## config.mk

```make
export PLATFORM = sky130hd
export DESIGN_NAME = pwm_actuator_driver
export DESIGN_NICKNAME = d
export VERILOG_FILES = /design/src/rtl/pid_pkg.sv /design/src/rtl/pwm_deadtime_fsm.sv /design/src/rtl/pwm_actuator_driver.sv
export SDC_FILE = /design/constraint.sdc
export NUM_CORES = 1
export LEC_CHECK = 0
export ABC_AREA = 1
export CAP_MARGIN = 40
export CORE_ASPECT_RATIO = 1.75
export CORE_MARGIN = 4
export CORE_UTILIZATION = 40
export CTS_CLUSTER_DIAMETER = 30
export DETAILED_ROUTE_END_ITERATION = 8
export GPL_ROUTABILITY_DRIVEN = 0
export SLEW_MARGIN = 20
export SYNTH_ARGS = -nofsm -noshare
export SYNTH_HDL_FRONTEND = slang
export SYNTH_SLANG_ARGS = --single-unit
```

## constraint.sdc

```tcl
create_clock -name clk -period 3.5 [get_ports clk]
set_input_delay 1.05 -clock clk [delete_from_list [all_inputs] [get_ports clk]]
set_output_delay 1.05 -clock clk [all_outputs]
set_load 0.02 [all_outputs]
```

## src/rtl/pid_pkg.sv

```systemverilog
// Shared definitions for the PID actuator path: default width, output FSM states
// and the per-period duty slew rule.
package pid_pkg;

    localparam int unsigned WIDTH_DEFAULT = 8;

    typedef enum logic [2:0] {
        IDLE,
        LO,
        DT_H,
        HI,
        DT_L
    } pwm_state_e;

    // Evaluated one bit wider than the operands so duty +/- step can never wrap.
    function automatic logic [31:0] slew_next(input logic [31:0] cur,
                                              input logic [31:0] tgt,
                                              input logic [31:0] step);
        logic [32:0] cur_w;
        logic [32:0] tgt_w;
        logic [32:0] step_w;
        cur_w = {1'b0, cur};
        tgt_w = {1'b0, tgt};
        step_w = {1'b0, step};
        if (tgt_w > cur_w + step_w) begin
            slew_next = cur + step;
        end else if (tgt_w + step_w < cur_w) begin
            slew_next = cur - step;
        end else begin
            slew_next = tgt;
        end
    endfunction

endpackage

```

## src/rtl/pwm_deadtime_fsm.sv

```systemverilog
// Complementary gate-drive sequencer: turns the raw PWM level into hi/lo drives
// with a dead band on every edge; outputs are registered alongside the state.
module pwm_deadtime_fsm
    import pid_pkg::*;
#(
    parameter int unsigned DEAD_TIME = 2
) (
    input  logic clk,
    input  logic rst,
    input  logic raw_i,
    input  logic enable_i,
    input  logic fault_i,
    output logic pwm_hi_o,
    output logic pwm_lo_o
);

    localparam int unsigned DT_W = $clog2(DEAD_TIME + 1);

    pwm_state_e      state_q;
    logic [DT_W-1:0] dt_q;
    logic            hi_q;
    logic            lo_q;

    always_ff @(posedge clk or posedge rst) begin
        if (rst) begin
            state_q <= IDLE;
            dt_q    <= '0;
            hi_q    <= 1'b0;
            lo_q    <= 1'b0;
        end else if (!enable_i || fault_i) begin
            state_q <= IDLE;
            dt_q    <= '0;
            hi_q    <= 1'b0;
            lo_q    <= 1'b0;
        end else begin
            hi_q <= 1'b0;
            lo_q <= 1'b0;
            case (state_q)
                IDLE: begin
                    state_q <= LO;
                    lo_q    <= 1'b1;
                end
                LO: begin
                    if (raw_i) begin
                        state_q <= DT_H;
                        dt_q    <= DT_W'(DEAD_TIME);
                    end else begin
                        lo_q <= 1'b1;
                    end
                end
                // A pulse narrower than the dead band is swallowed here.
                DT_H: begin
                    if (!raw_i) begin
                        state_q <= LO;
                        lo_q    <= 1'b1;
                    end else if (dt_q <= DT_W'(1)) begin
                        state_q <= HI;
                        hi_q    <= 1'b1;
                    end else begin
                        dt_q <= dt_q - DT_W'(1);
                    end
                end
                HI: begin
                    if (!raw_i) begin
                        state_q <= DT_L;
                        dt_q    <= DT_W'(DEAD_TIME);
                    end else begin
                        hi_q <= 1'b1;
                    end
                end
                DT_L: begin
                    if (raw_i) begin
                        state_q <= HI;
                        hi_q    <= 1'b1;
                    end else if (dt_q <= DT_W'(1)) begin
                        state_q <= LO;
                        lo_q    <= 1'b1;
                    end else begin
                        dt_q <= dt_q - DT_W'(1);
                    end
                end
                default: begin
                    state_q <= IDLE;
                end
            endcase
        end
    end

    assign pwm_hi_o = hi_q;
    assign pwm_lo_o = lo_q;

endmodule

```

## src/rtl/pwm_actuator_driver.sv

```systemverilog
// PWM actuator driver: prescaled period counter, slew-limited duty update on wrap,
// sticky estop fault, and a dead-time sequenced complementary output pair.
module pwm_actuator_driver
    import pid_pkg::*;
#(
    parameter int unsigned WIDTH     = WIDTH_DEFAULT,
    parameter int unsigned SLEW_STEP = 4,
    parameter int unsigned DEAD_TIME = 2,
    parameter int unsigned PRESCALE  = 1
) (
    input  logic             clk,
    input  logic             rst,
    input  logic             enable,
    input  logic             estop,
    input  logic [WIDTH-1:0] control_signal,
    output logic [WIDTH-1:0] duty,
    output logic             pwm_hi,
    output logic             pwm_lo,
    output logic             period_start,
    output logic             fault
);

    localparam int unsigned PS_W = (PRESCALE > 1) ? $clog2(PRESCALE) : 1;

    logic [PS_W-1:0]  presc_q;
    logic [PS_W-1:0]  presc_d;
    logic [WIDTH-1:0] cnt_q;
    logic [WIDTH-1:0] cnt_d;
    logic [WIDTH-1:0] duty_q;
    logic [WIDTH-1:0] duty_d;
    logic             ps_q;
    logic             ps_d;
    logic             fault_q;
    logic             fault_d;
    logic             run_c;
    logic             tick_c;
    logic             wrap_c;
    logic             raw_c;
    logic             fault_c;

    // Period counter, duty slew and fault latch; anything but a clean run holds all at zero.
    always_comb begin
        run_c   = enable & ~estop & ~fault_q;
        tick_c  = (presc_q == PS_W'(PRESCALE - 1));
        wrap_c  = tick_c && (cnt_q == {WIDTH{1'b1}});
        presc_d = presc_q;
        cnt_d   = cnt_q;
        duty_d  = duty_q;
        ps_d    = 1'b0;
        fault_d = fault_q;
        if (estop) begin
            fault_d = 1'b1;
        end else if (!enable) begin
            fault_d = 1'b0;
        end
        if (!run_c) begin
            presc_d = '0;
            cnt_d   = '0;
            duty_d  = '0;
        end else begin
            presc_d = tick_c ? '0 : presc_q + PS_W'(1);
            if (tick_c) begin
                cnt_d = cnt_q + WIDTH'(1);
            end
            if (wrap_c) begin
                duty_d = WIDTH'(slew_next(32'(duty_q), 32'(control_signal), 32'(SLEW_STEP)));
                ps_d   = 1'b1;
            end
        end
    end

    always_ff @(posedge clk or posedge rst) begin
        if (rst) begin
            presc_q <= '0;
            cnt_q   <= '0;
            duty_q  <= '0;
            ps_q    <= 1'b0;
            fault_q <= 1'b0;
        end else begin
            presc_q <= presc_d;
            cnt_q   <= cnt_d;
            duty_q  <= duty_d;
            ps_q    <= ps_d;
            fault_q <= fault_d;
        end
    end

    // Raw level uses the registered counter and duty, so a fresh duty applies from count 0.
    assign raw_c   = (cnt_q < duty_q);
    assign fault_c = estop | fault_q;

    pwm_deadtime_fsm #(
        .DEAD_TIME(DEAD_TIME)
    ) u_fsm (
        .clk     (clk),
        .rst     (rst),
        .raw_i   (raw_c),
        .enable_i(enable),
        .fault_i (fault_c),
        .pwm_hi_o(pwm_hi),
        .pwm_lo_o(pwm_lo)
    );

    assign duty         = duty_q;
    assign period_start = ps_q;
    assign fault        = fault_q;

endmodule
```

==> results.yml <==
layout:
  fin_nets: 381
  multi_input_area_mm2: 0.00137
  instances_no_fill: 416
  diodes: 0
  drive_gt1_frac: 0.0614
  layout-area-overhead-vs-synth_pct: 16.7
  seqCellArea_um2: 626
  fillers: 577
sta:
  fin_crit_ns: 3.15
  finalSetupViolCount: 0
  fin_crit_sh: 0.901
  slew_violations: 0
  final_hold_viol_count: 0
  fin_skew_ns: 0.00262
  fmax_mhz: 317
  tns_ns: 0
  holdWs_ns: 0.493
  max_slew.worst_pin.slew_ns: 0.498
  slew_headroom: 0.667
  rsz0062_at_grt: "no"
synthesis:
  ys_async_sr_fraction: 1.00
  ys_top_cells_by_count: "nand2_1, inv_1, nand3_1"
  synth_ff_type: "dfrtp_1"
  netlist_area_mm2: 0.00224
  synthCells: 315
  syn_avg_cell_area_um2: 7.10
  yosysUniqueCellTypes: 34
  synth.top_cell.area_share: 0.280
  synth_edf_count: 0
  yosys.area.top_type: "dfrtp_1"
  synth.yosys.seq_area_share: 0.280
  synth-seq-cells: 25
  yosysMostFrequentCell: "nand2_1"
  ys_warn_count: 0
  synth.area.top_cells: "dfrtp_1, ha_1, nand2_1"
  synth_nets: 353
hold_path:
  hold_depth: 1
  worstHoldPathType: "register to register"
floorplanning:
  die_w_um: 64.5
  core.rowCount: 35
  start_util: 0.419
  ioPinCount: 24
  core_area_mm2: 0.00534
  dieHeight_um: 107
  dieArea_mm2: 0.00690
setup_path:
  cp-end-kind: "register"
  max_stage_delay_ns: 0.56
  path_common_cell: "nand2_1"
  worst-r2r-cell-count: 13
  cp_max_fo: 9
  crit_family: "simple AND/OR/NAND/NOR gates"
  cp.depth: 16
  cp.arrival_ns: 3.32
  crit_chain: "clkdlybuf4s50_1 -> ha_1 -> nand3_1 -> xor2_1 -> inv_1 -> ha_1 -> nand2_1 -> inv_1 -> nand3_1 -> nand3b_2 -> nand2_4 -> nand2_1 -> nand2_1 -> nand2_1 -> nand2_1 -> nand2_1"
  cp_slowest_cell: "clkdlybuf4s50_1"
  cp.required_ns: 3.67
  start_kind: "input pin"
  crit_type: "input pin to register"
  path_buf_inv: 3
clock_tree:
  ctsLongestPathBuffers: 2
  clkSlewWorstSetupHoldPaths_ns: 0.09
  cts_setup_buffers: 0
  cts.sinks: 25
  clk_latency_ns: 0.27
  cts_resized: 0
  cts_buffers: 3
  cts_tree: "done"
  root_buffer: "clkbuf_8"
  cts-htree-levels: 1
  hold_buffers: 0
routing:
  via_per_inst: 4.88
  first_pass_iters: 6
  route.detailed.drc: 0
  antenna_left: 0
  drt_iter0_drc: 74
  wl_mm: 5.39
  vias: 2031
  route.detailed.wl_per_inst_um: 13.0
pwr:
  switching_share: 0.274
  clock_power_share: 0.306
  p_int_uw: 415
  p_switching_uw: 156
  combPwrFrac: 0.181
  seqPwrFrac: 0.513
  power.leakage_nw: 1.36
  power_density_mw_per_mm2: 219
  ir_drop_uv: 215
grt:
  grt_max_degree: 26
  grt_pass1_wl_mm: 9.40
  grt_antenna_before_repair: 0
  grt_pass1_vias: 2049
  overflow: 0
  grtUsageTotal: 0.173
status:
  status: "finished clean"
job:
  cap_violations: 0
placed_design:
  dp.cells: 412
  dpl.hpwl_mm: 4.49
  io_buffers: 23
## metrics by stage
step	setup WS [ns]	total power [mW]	cell area, µm²	utilization
floorplan	0.772	0.365	2240	-
global placement	0.0805	0.403	2560	0.480
detailed placement	0.0583	0.404	2560	0.480
CTS	0.345	0.584	2610	0.489
global route	0.134	0.605	2610	0.489
finish	0.347	0.572	2610	0.489
## registers in the layout, summed over array words and instances (netlist names)
signal / cells
u_fsm.pwm_lo_o: 1
u_fsm.pwm_hi_o: 1
duty: 8
period_start: 1
u_fsm.dt_q: 2
fault: 1
u_fsm.state_q: 3
cnt_q: 8
## cells by family after synthesis
family | Yosys count | share of synthesized area
AOI/OAI and AO/OA | 34 | 0.0878
DFF | 25 | 0.280
and+or+nand+nor | 157 | 0.332
buffers and inverters | 61 | 0.108
adders and majority gates | 26 | 0.145
xor gates and xnor gates | 12 | 0.0470
## final timing paths
kind | startpoint | end | slack, ns
worst max register to register | duty[2]$_DFFE_PP0P_ | duty[6]$_DFFE_PP0P_ | 0.92
worst min-delay path | cnt_q[0]$_DFF_PP0_ | cnt_q[0]$_DFF_PP0_ | 0.49
worst max-delay path | control_signal[3] | duty[7]$_DFFE_PP0P_ | 0.35
min in group asynchronous | rst | duty[5]$_DFFE_PP0P_ | 1.13
worst min register to register | cnt_q[0]$_DFF_PP0_ | cnt_q[0]$_DFF_PP0_ | 0.49
max in group asynchronous | rst | cnt_q[0]$_DFF_PP0_ | 2.12
## cells in the final DEF (no fill, tap or decap), drive strengths merged, types with 10 or more instances in the layout
master         synthesis  routed
xor2                  12      12
nor2                  27      27
dfrtp                 25      25
inv                   53      53
clkdlybuf4s50          0      23
nand3                 41      41
o21ai                 10      10
ha                    26      26
nand2                 76      76
a21oi                 16      16
## power by group through the flow
stage	Clock [mW]	Sequential, mW	Combinational [mW]
2_1_floorplan	0	0.300	0.0648
3_5_place_dp	0	0.299	0.105
4_1_cts	0.185	0.293	0.105
3_3_place_gp	0	0.299	0.104
6_report	0.175	0.293	0.103
5_1_grt	0.192	0.294	0.119
## routing by layer
metal	share of wire	wire length, µm	GRT usage
met5	0	0	0
met4	0.017	93	0.0590
met3	0.019	100	0.0147
met2	0.57	3100	0.345
met1	0.39	2100	0.182
## layout make-up
type | count | share of cell area
repair buffers | 28 | 0.103
clock buffers | 4 | 0.0173
inverters | 56 | 0.0805
multi-input cells | 229 | 0.524
flip-flops and latches | 25 | 0.240
well taps | 74 | 0.0355
## worst reg2reg max path, cell delays in order, from the launching register on
cell and delay (ns):
dfrtp_1 0.51, ha_1 0.27, nand3_2 0.11, xor2_1 0.18, ha_1 0.31, nand2_1 0.08
nor2_1 0.13, nand4_1 0.14, o31ai_2 0.09, inv_1 0.11, nand2_2 0.23, nand4_1 0.17
nand3_1 0.10, nand2_1 0.05
No activity file was read; power rests on OpenSTA's default activity.
